--- src/rtl/vend_ctrl.sv ---
// vend_ctrl: coin-operated vending controller (collect, dispense, change, timeout refund)
// Ports:
//   clk       in   clock, all state changes on rising edge
//   rstn      in   asynchronous active-low reset
//   a         in   2-unit coin pulse
//   b         in   1-unit coin pulse
//   cancel    in   refund request (level)
//   disp_ack  in   dispenser delivered the item
//   disp_req  out  dispense request, high in DISPENSE
//   chg       out  1-unit change pulse per high cycle
//   rej       out  coin rejected (coin arriving in DISPENSE or CHANGE)
//   busy      out  high in every state except IDLE
//   credit    out  current credit
module vend_ctrl #(
    parameter int PRICE   = 3,
    parameter int TIMEOUT = 15
) (
    input  logic       clk,
    input  logic       rstn,
    input  logic       a,
    input  logic       b,
    input  logic       cancel,
    input  logic       disp_ack,
    output logic       disp_req,
    output logic       chg,
    output logic       rej,
    output logic       busy,
    output logic [2:0] credit
);
    typedef enum logic [1:0] {IDLE, COLLECT, DISPENSE, CHANGE} state_t;
    localparam logic [2:0] P = 3'(PRICE);
    localparam logic [7:0] T = 8'(TIMEOUT - 1);
    state_t     r_state;
    logic [2:0] r_credit;
    logic [7:0] r_idle;
    logic       w_coin;
    logic [2:0] w_cin;
    logic       w_paid;
    // coin value 2*a + b is exactly the two-bit vector {a,b}
    assign w_coin = a | b;
    assign w_cin  = r_credit + {1'b0, a, b};
    assign w_paid = w_cin >= P;
    always_ff @(posedge clk or negedge rstn) begin
        if (!rstn) begin
            r_state  <= IDLE;
            r_credit <= 3'd0;
            r_idle   <= 8'd0;
        end else begin
            case (r_state)
                IDLE: begin
                    r_idle <= 8'd0;
                    if (w_coin) begin
                        r_credit <= w_cin;
                        r_state  <= w_paid ? DISPENSE : COLLECT;
                    end
                end
                COLLECT: begin
                    // a coin always wins over cancel; reaching the price also overrides cancel
                    if (w_coin) begin
                        r_credit <= w_cin;
                        r_idle   <= 8'd0;
                        r_state  <= w_paid ? DISPENSE : (cancel ? CHANGE : COLLECT);
                    end else if (cancel || r_idle == T) begin
                        r_idle  <= 8'd0;
                        r_state <= CHANGE;
                    end else begin
                        r_idle <= r_idle + 8'd1;
                    end
                end
                DISPENSE: begin
                    if (disp_ack) begin
                        r_credit <= r_credit - P;
                        r_state  <= (r_credit == P) ? IDLE : CHANGE;
                    end
                end
                CHANGE: begin
                    r_credit <= r_credit - 3'd1;
                    if (r_credit == 3'd1) r_state <= IDLE;
                end
                default: r_state <= IDLE;
            endcase
        end
    end
    assign disp_req = r_state == DISPENSE;
    assign chg      = r_state == CHANGE;
    assign busy     = r_state != IDLE;
    assign rej      = w_coin && (r_state == DISPENSE || r_state == CHANGE);
    assign credit   = r_credit;
endmodule

--- config.mk ---
export PLATFORM = sky130hd
export DESIGN_NAME = vend_ctrl
export DESIGN_NICKNAME = d
export VERILOG_FILES = /design/src/rtl/vend_ctrl.sv
export SDC_FILE = /design/constraint.sdc
export NUM_CORES = 1
export LEC_CHECK = 0
export ABC_AREA = 1
export CELL_PAD_IN_SITES_DETAIL_PLACEMENT = 1
export CELL_PAD_IN_SITES_GLOBAL_PLACEMENT = 1
export CORE_MARGIN = 2
export CORE_UTILIZATION = 44
export DETAILED_ROUTE_END_ITERATION = 10
export DONT_BUFFER_PORTS = 1
export HOLD_SLACK_MARGIN = 0.12
export PLACE_DENSITY_LB_ADDON = 0.1
export SLEW_MARGIN = 20
export SYNTH_ARGS = -nofsm -noshare
export SYNTH_HDL_FRONTEND = slang
export SYNTH_SLANG_ARGS = --single-unit
--- constraint.sdc ---
create_clock -name clk -period 1.8 [get_ports clk]
set_input_delay 0.09 -clock clk [delete_from_list [all_inputs] [get_ports clk]]
set_output_delay 0.09 -clock clk [all_outputs]
set_load 0.03 [all_outputs]
== Yosys cells after proc, flatten, opt, wreduce, memory -nomap -nowiden ==
Cells that the tools add are included.

* Magnitude comparators: 1
* Multiplexer cells: 16
* Bitwise gates (word level): 1
* Equality and inequality tests: 11
* Add/sub/neg operators: 4
* Reductions and logical operators: 9

{| class="wikitable"
|+ Operator list
! operator !! count
|-
| 2-to-1 mux 2 bit || 9
|-
| 2-to-1 mux 8 bit || 2
|-
| case mux 8 bit (2 select lines) || 1
|-
| case mux 3 bit (3 select lines) || 1
|-
| adder 8 x 1 -> 8 bit (second input constant) || 1
|-
| equality test 8 x 4 -> 1 bit (second input constant) || 1
|-
| case mux 2 bit (4 select lines) || 1
|-
| 2-to-1 mux 3 bit || 2
|-
| equality test 2 bit (second input constant) || 2
|-
| inequality test 2 x 1 -> 1 bit (second input constant) || 2
|-
| inequality test 2 bit (second input constant) || 2
|-
| AND reduction 4 bit || 1
|-
| nonzero test 2 bit || 2
|-
| adder 3 x 2 -> 3 bit || 1
|-
| equality test 3 x 1 -> 1 bit (second input constant) || 1
|-
| equality test 3 x 2 -> 1 bit (second input constant) || 1
|-
| greater-or-equal comparator 3 x 2 -> 1 bit (second input constant) || 1
|-
| inequality test 3 bit (second input constant) || 1
|-
| subtractor 3 x 1 -> 3 bit (second input constant) || 1
|-
| subtractor 3 x 2 -> 3 bit (second input constant) || 1
|-
| equality test 2 x 1 -> 1 bit (second input constant) || 1
|-
| zero test 2 bit || 1
|-
| logical OR 1 bit || 2
|-
| AND reduction 2 bit || 1
|-
| 3 further kinds || 3
|}

* Input port bits: 6
* Logic and storage cells: 45
* Output and inout bits: 7
* Bits in registers: 13

== Depth between registers and ports, before layout ==
Gate-level depths: netlist of run 1.

* Depth after elaboration: 5
* Gate-level depth with buffers: 10
* Depth with buffers taken out: 10

== Worst setup path after synthesis of run 1 ==
OpenSTA, ideal clock, no wires.

* Kind: reg-to-reg
* Start: reg r_credit[0] (netlist: credit[0])
* End: reg r_state[1]
* Slack: 0.056 ns
* Data arrival time: 1.628 ns
* Setup time: 0.116 ns
* Data required time: 1.684 ns
* Cell stages (with the launch flop): 9
* Cells stage by stage: dfrtp_1 -> ha_1 -> fa_1 -> nand2_1 -> nand3_1 -> a21oi_1 -> nand2_1 -> nand2_1 -> nand2_1

* Longest elaborated chain between the ends: 5

{| class="wikitable"
|+ Ends and longest elaborated chain
! what !! line !! RTL
|-
| from (decl) || 34 || <nowiki>logic [2:0] r_credit;</nowiki>
|-
| from (signal assigned) || 53 || <nowiki>r_credit <= w_cin;</nowiki>
|-
| from (signal assigned) || 60 || <nowiki>r_credit <= w_cin;</nowiki>
|-
| from (signal assigned) || 72 || <nowiki>r_credit <= r_credit - P;</nowiki>
|-
| adder 3 x 2 -> 3 bit || 41 || <nowiki>assign w_cin = r_credit + {1'b0, a, b};</nowiki>
|-
| greater-or-equal comparator 3 x 2 -> 1 bit || 42 || <nowiki>assign w_paid = w_cin >= P;</nowiki>
|-
| 2-to-1 mux 2 bit (on tied branches) || 62, 54 ||
|-
| 2-to-1 mux 2 bit (on tied branches) || 59, 52 ||
|-
| case mux 2 bit (4 select lines) || 49 || <nowiki>case (r_state)</nowiki>
|-
| to (signal assigned) || 54 || <nowiki>r_state <= w_paid ? DISPENSE : COLLECT;</nowiki>
|-
| to (signal assigned) || 62 || <nowiki>r_state <= w_paid ? DISPENSE : (cancel ? CHANGE : COLLECT);</nowiki>
|-
| to (signal assigned) || 73 || <nowiki>r_state <= (r_credit == P) ? IDLE : CHANGE;</nowiki>
|-
| to (decl) || 33 || <nowiki>state_t r_state;</nowiki>
|}

Several ways; a longest one is shown, not always the timed one. The select of a mux whose other input is x is not followed.
A chain may end at the register's enable or synchronous reset.

== Worst setup path in the final report of run 1 ==
Ends and elaborated chain as after synthesis.

==> impl_results.md, run 1 <==
- Pre-CTS WS: between 80 and 90 ps
- Final setup margin: 122 ps
- Critical Path Sink Type: flip-flop
- Pwr/cell area: between 1500 and 2000 mW/mm^2
- Sequential share of power: 28.2%
- Final hold violations: 0
- WL per Instance: 14.6 um
- Clock-pin slew of the registers on the worst-case setup and hold paths: 90 ps
- Area of the mapped netlist: 973 sq um
- Post-synthesis sequential area ratio: 33.4%
- Htree depth: 1
- Final min period: ~1700 ps
- # nets final: 164
- First-pass GRT wire length: 4520 um
- Setup-failing EPs final: 0
- Hold WC Path Type: input pin to flip-flop
- Io pins: 13
- Worst-Skew Late Latency: 290 ps
- Hold_ws: 145 ps
- Yosys top cell area share: 33.4%
- Via Count: 921
- Placed Cells: 171
- Number of port buffers: 0
- Switching Share: 53.0%
- Mapped Nets: 153
- Skew final: 2.24 ps
- Vias in the first global route: 1003
- Largest net degree at the start of global routing: 14
- Final Wtd Congestion: between 0.8 and 0.9
- Outcome: finished, final reports clean
- Final period util: 93.2%
- CTS root buf: clkbuf_4
- Leakage: 0.546 nW
- Startpoint types: flip-flop
- Final wirelength: between 2000 and 3000 um
- Worst Max-Slew Pin Slew: 627 ps
- Global route total overflow: 0
- Post-Layout Cell Count: between 150 and 200
- Ys Warns: 0
- Max frequency: 596 MHz
- Clock Tree Buf Depth: 2
- Main area contributors after synthesis: dfrtp_1, nand2_1, ha_1, nor2_1, inv_1
- CTS tree: done
- Share of layout cells above drive strength 1: 16.1%
- Post-Syn Area per Cell: 7.00 sq um
- Worst vdd ir: about 0.00077 V
- Crit path DAT: around 1900 ps
- Initial core utilization: 45.3%
- GRT Overall Usage: 23.9%
- Initial DRC count: 7
- Worst Path Required: 1990 ps
- Area added between synthesis and finish: 12.9%
- Site row count: 17
- Max_cap viols: 0
- Clock group share of total power: a little under an eighth
- Fillers: 286
- Slew Limit Fails: 0
- Comb power frac: 60.4%
- Antenna cells: 0
- NetSw: approximately 0.00090 W
- Residual DRC count: 0
- Initial antenna violation count: 0
- Clock sink count: 13
- Core footprint: 0.00215 sq mm
- Post-synth top area cell: dfrtp_1
- First drt pass iteration count: 4
- Internal Power: approximately 0.00080 W
- Synth Register Bits: 13
- Max FO, Critical Path: 3
- Rel. slew slack: 58.1%
- Antenna-violating nets left: 0
- Drt via density: 5.20
- Post-synthesis instance total: 139
- Critical path class: flip-flop to flip-flop
- Die height: approximately 51 um
- Die area: around 0.0026 sq mm
- Final Util: 51.1%
- Die X: roughly 50 um
- Synth unique cells: 22
- HPWL after DPL: 2070 um
- CTS Buf Count: 3
==> placed cells by master (no fill, tap or decap), drive strengths merged <==
| cell type | instances |
|---|---|
| nand2 | 43 |
| nor2 | 20 |
| inv | 19 |
| dfrtp | 13 |
| o21ai | 12 |
| nand3 | 9 |
| ha | 7 |
| buf | 7 |
| a21oi | 4 |
| clkbuf | 4 |
| nand3b | 2 |
| xor2 | 2 |
| dlygate4sd3 | 2 |
| nand4 | 1 |
| o22ai | 1 |
| xnor2 | 1 |
| a31oi | 1 |
| fa | 1 |
==> critical path, cell delays in order (launching register included) <==
cell	delay (ps)
dfrtp_1	400
ha_1	210
fa_2	450
nand2_2	110
nand3_1	110
a21oi_2	120
nand2_1	70
nand2_1	60
nand2_1	40
==> routing by layer <==
layer	GRT usage (%)	vias up	wire [um]
met2	42.6	14	1360
met3	4.97	4	87
li1	-	456	-
met5	0	-	0
met4	10.4	0	43
met1	27.1	447	1100
==> layout make-up <==
cell class | count | area [sq um] | area share, %
clock buffer | 4 | 26.3 | 2.39
inverter | 19 | 71.3 | 6.49
multi-input combinational | 104 | 568 | 51.7
sequential | 13 | 325 | 29.6
tap | 28 | 35.0 | 3.19
timing repair buffer | 9 | 72.6 | 6.61
==> flip-flops by register name, indices dropped and copies added (netlist names) <==
name and flops:
credit 3, r_idle 8, r_state 2
==> final timing paths <==
| path | start | slack, ps | cells after the start | endpoint |
|---|---|---|---|---|
| max reg2reg | credit[0] | 120 | 8 | r_state[1] |
| min | cancel | 140 | 6 | r_state[1] |
| max in group asynchronous | rstn | 1140 | 1 | r_idle[1] |
| min reg2reg | r_idle[1] | 570 | 2 | r_idle[1] |
| min in group asynchronous | rstn | 250 | 1 | r_idle[6] |
| max | credit[0] | 120 | 8 | r_state[1] |
==> per-stage QoR <==
stage          power [W]  setup TNS [ps]  area (sq um)
3_5_place_dp     0.00147               0          1040
5_1_grt          0.00188         -0.0262          1100
4_1_cts          0.00168               0          1090
3_3_place_gp     0.00143               0          1040
2_1_floorplan    0.00119               0           973
6_report         0.00170               0          1100
==> cells in the mapped netlist <==
cell       n
nand2_1   43
nor2_1    17
inv_1     15
dfrtp_1   13
nand3_1    9
ha_1       7
o21ai_0    5
a21oi_1    4
inv_2      4
o21ai_1    4
o21ai_2    3
buf_2      2
nand3b_1   2
nor2_2     2
xor2_1     2
a31oi_1    1
buf_4      1
fa_1       1
nand4_1    1
nor2_4     1
o22ai_2    1
xnor2_1    1
==> power by group through the flow <==
stage,sequential (W),clock [W],combinational (W)
after floorplan,0.000500,0,0.000690
after global placement,0.000482,0,0.000946
after detailed placement,0.000486,0,0.000988
after CTS,0.000480,0.000196,0.00101
after global routing,0.000491,0.000212,0.00118
final,0.000480,0.000193,0.00103
==> what timing repair did <==
| item | in CTS | in global routing |
|---|---|---|
| endpoints found under the hold margin | 14 | 0 |
| endpoints found under the setup margin | 0 | 1 |
| hold buffers | 2 | 0 |
| buffers inserted | 0 | 0 |
| gates resized for setup | 0 | 3 |
==> logic make-up (layout without fill, tap and decap cells) <==
group,Yosys count,after routing,synth area share (%)
flops,13,13,33.4
fa+ha+maj,8,8,11.1
compound gates,18,18,11.3
simple gates,75,75,32.4
xor+xnor,3,3,2.70
buf+inv,22,32,9.13
(Power assumes the default switching activity.)
==> run 2: changes to the inputs <==
Settings changed: CORE_UTILIZATION 44 to 30, PLACE_DENSITY from default to 0.65, PLACE_DENSITY_LB_ADDON 0.1 to default, TNS_END_PERCENT from default to 100.
==> impl_results.md, run 2 (synthesized netlist as in run 1, its figures left out) <==
- Core footprint: 0.00308 sq mm (was 0.00215 sq mm)
- Worst Max-Slew Pin Slew: 659 ps (was 627 ps)
- Initial DRC count: 28 (was 7)
- Rel. slew slack: 55.9% (was 58.1%)
- Number of port buffers: 0 (unchanged)
- Register area: 325 sq um (unchanged)
- Max frequency: 606 MHz (was 596 MHz)
- Most flops, register: r_idle (unchanged)
- Unrepaired setup endpoints after global routing: false
- Site row count: 20 (was 17)
- CTS root buf: clkbuf_4 (unchanged)
- Worst vdd ir: 0.000683 V (was 0.000768 V)
- Final Wtd Congestion: 0.725 (was 0.817)
- Antenna-violating nets left: 0 (unchanged)
- Placed Cells: 187 (was 171)
- Fillers: 398 (was 286)
- CTS Buf Count: 3 (unchanged)
- Final period util: 91.7% (was 93.2%)
- Skew final: 0.423 ps (was 2.24 ps)
- Commonest non-fill, non-tap cell in the layout: nand2_1 (unchanged)
- Initial core utilization: 31.6% (was 45.3%)
- Die X: 61.0 um (was 51.0 um)
- Area post-placement: 0.00106 sq mm (was 0.00104 sq mm)
- First-pass GRT wire length: 4170 um (was 4520 um)
- Crit. path cell count: 8 (unchanged)
- Worst path most repeated cell: nand2_1 (unchanged)
- Cells on worst reg2reg path: 8 (unchanged)
- Critical Path Sink Type: flip-flop (unchanged)
- Hold WC Path Type: input pin to flip-flop (unchanged)
- Drt via density: 4.63 (was 5.20)
- Htree depth: 1 (unchanged)
- Setup TNS: 0 ps (unchanged)
- Setup-failing EPs final: 0 (unchanged)
- Crit path DAT: 1820 ps (was 1870 ps)
- Post-Layout Cell Count: 194 (was 177)
- Most frequent cells in the layout: nand2_1, nor2_1, inv_1, dfrtp_1, nand3_1 (unchanged)
- Slew Limit Fails: 0 (unchanged)
- Clock-pin slew of the registers on the worst-case setup and hold paths: 80 ps (was 90 ps)
- Max_cap viols: 0 (unchanged)
- WL per Instance: 12.2 um (was 14.6 um)
- Final wirelength: 2360 um (was 2590 um)
- GRT Overall Usage: 15.5% (was 23.9%)
- Max FFs per register: 8 (unchanged)
- Residual DRC count: 0 (unchanged)
- Crit path max-delay family: adder cells (unchanged)
- Share of layout cells above drive strength 1: 14.0% (was 16.1%)
- Leakage: 0.551 nW (was 0.546 nW)
- Area of the multi-input gates: 559 sq um (was 568 sq um)
- Worst-Skew Late Latency: 270 ps (was 290 ps)
- Worst Path Required: 1970 ps (was 1990 ps)
- Initial antenna violation count: 0 (unchanged)
- Hold_ws: 170 ps (was 145 ps)
- Final hold violations: 0 (unchanged)
- First drt pass iteration count: 3 (was 4)
- Critical path class: flip-flop to flip-flop (unchanged)
- Die height: 61.0 um (was 51.0 um)
- Io pins: 13 (unchanged)
- Critical-path cell list: ha_1, fa_1, nand2_1, nand3_1, a21oi_1, nand2_1, nand2_1, nand2_1 (was ha_1, fa_2, nand2_2, nand3_1, a21oi_2, nand2_1, nand2_1, nand2_1)
- Outcome: finished, final reports clean (unchanged)
- Bufs and invs on worst path: 0 (unchanged)
- Clock sink count: 13 (unchanged)
- Max FO, Critical Path: 3 (unchanged)
- Max stage delay cell, worst path: fa_1 (was fa_2)
- Clock Tree Buf Depth: 2 (unchanged)
- CTS tree: done (unchanged)
- Area added between synthesis and finish: 15.0% (was 12.9%)
- Largest net degree at the start of global routing: 14 (unchanged)
- Design area: 0.00112 sq mm (was 0.00110 sq mm)
- Final min period: 1650 ps (was 1680 ps)
- Max incr delay on CP: 460 ps (was 450 ps)
- Final Util: 36.4% (was 51.1%)
- Antenna cells: 0 (unchanged)
- Via Count: 898 (was 921)
- Die area: 0.00372 sq mm (was 0.00260 sq mm)
- Pwr/cell area: 1480 mW/mm^2 (was 1550 mW/mm^2)
- Vias in the first global route: 985 (was 1003)
- Hold path cells: 4 (was 6)
- Startpoint types: flip-flop (unchanged)
- HPWL after DPL: 1900 um (was 2070 um)
- Global route total overflow: 0 (unchanged)
- # nets final: 165 (was 164)
[run 2: changes by cell type in the layout (fill, tap and decap cells not counted), sizes merged]
cell and change:
dlygate4sd3 +1
[run 2: timing repair]
item,4_1_cts,5_1_grt
setup buffers,0,0
endpoints found under the setup margin,0,0
hold buffers,3,0
resized for setup,0,0
endpoints found under the hold margin,14,0
[run 2: metal layers]
metal / up-vias / GRT usage (%) / part of all wire, %
li1: 454 / - / -
met1: 433 / 16.0 / 43
met2: 9 / 31.2 / 55
met3: 2 / 1.92 / 1.3
met4: 0 / 5.59 / 1.1
met5: - / 0 / 0
[run 2: path summary, 6_finish.rpt]
path                       startpoint          to  slack (ps)
min                            cancel   r_idle[5]         170
max reg2reg                 credit[0]  r_state[1]         150
max in group asynchronous        rstn   r_idle[6]        1100
max                         credit[0]  r_state[1]         150
min reg2reg                 r_idle[1]   r_idle[1]         560
min in group asynchronous        rstn   r_idle[5]         280
[run 2: area by class of cell]
class	count	area share (%)
multi-input combinational	104	49.9
sequential	13	29.1
timing repair buffer	10	7.37
inverter	19	6.37
tap	44	4.92
clock buffer	4	2.35
[run 2: where the power goes]
group / switching, W / internal [W]
Clock: 0.0000986 / 0.0000857
Sequential: 0.0000867 / 0.000359
Combinational: 0.000675 / 0.000353
[run 2: stage by stage]
stage / worst slack (ps) / power [W]
after floorplan: 55.5 / 0.00119
after global placement: 214 / 0.00144
after detailed placement: 174 / 0.00147
after CTS: 139 / 0.00168
after global routing: 41.7 / 0.00185
final: 149 / 0.00166
[run 2: worst reg2reg max path, cell delays in order, from the launching register on]
cell,delay (ps)
dfrtp_1,390
ha_1,190
fa_1,460
nand2_1,130
nand3_1,100
a21oi_1,130
nand2_1,60
nand2_1,50
nand2_1,40
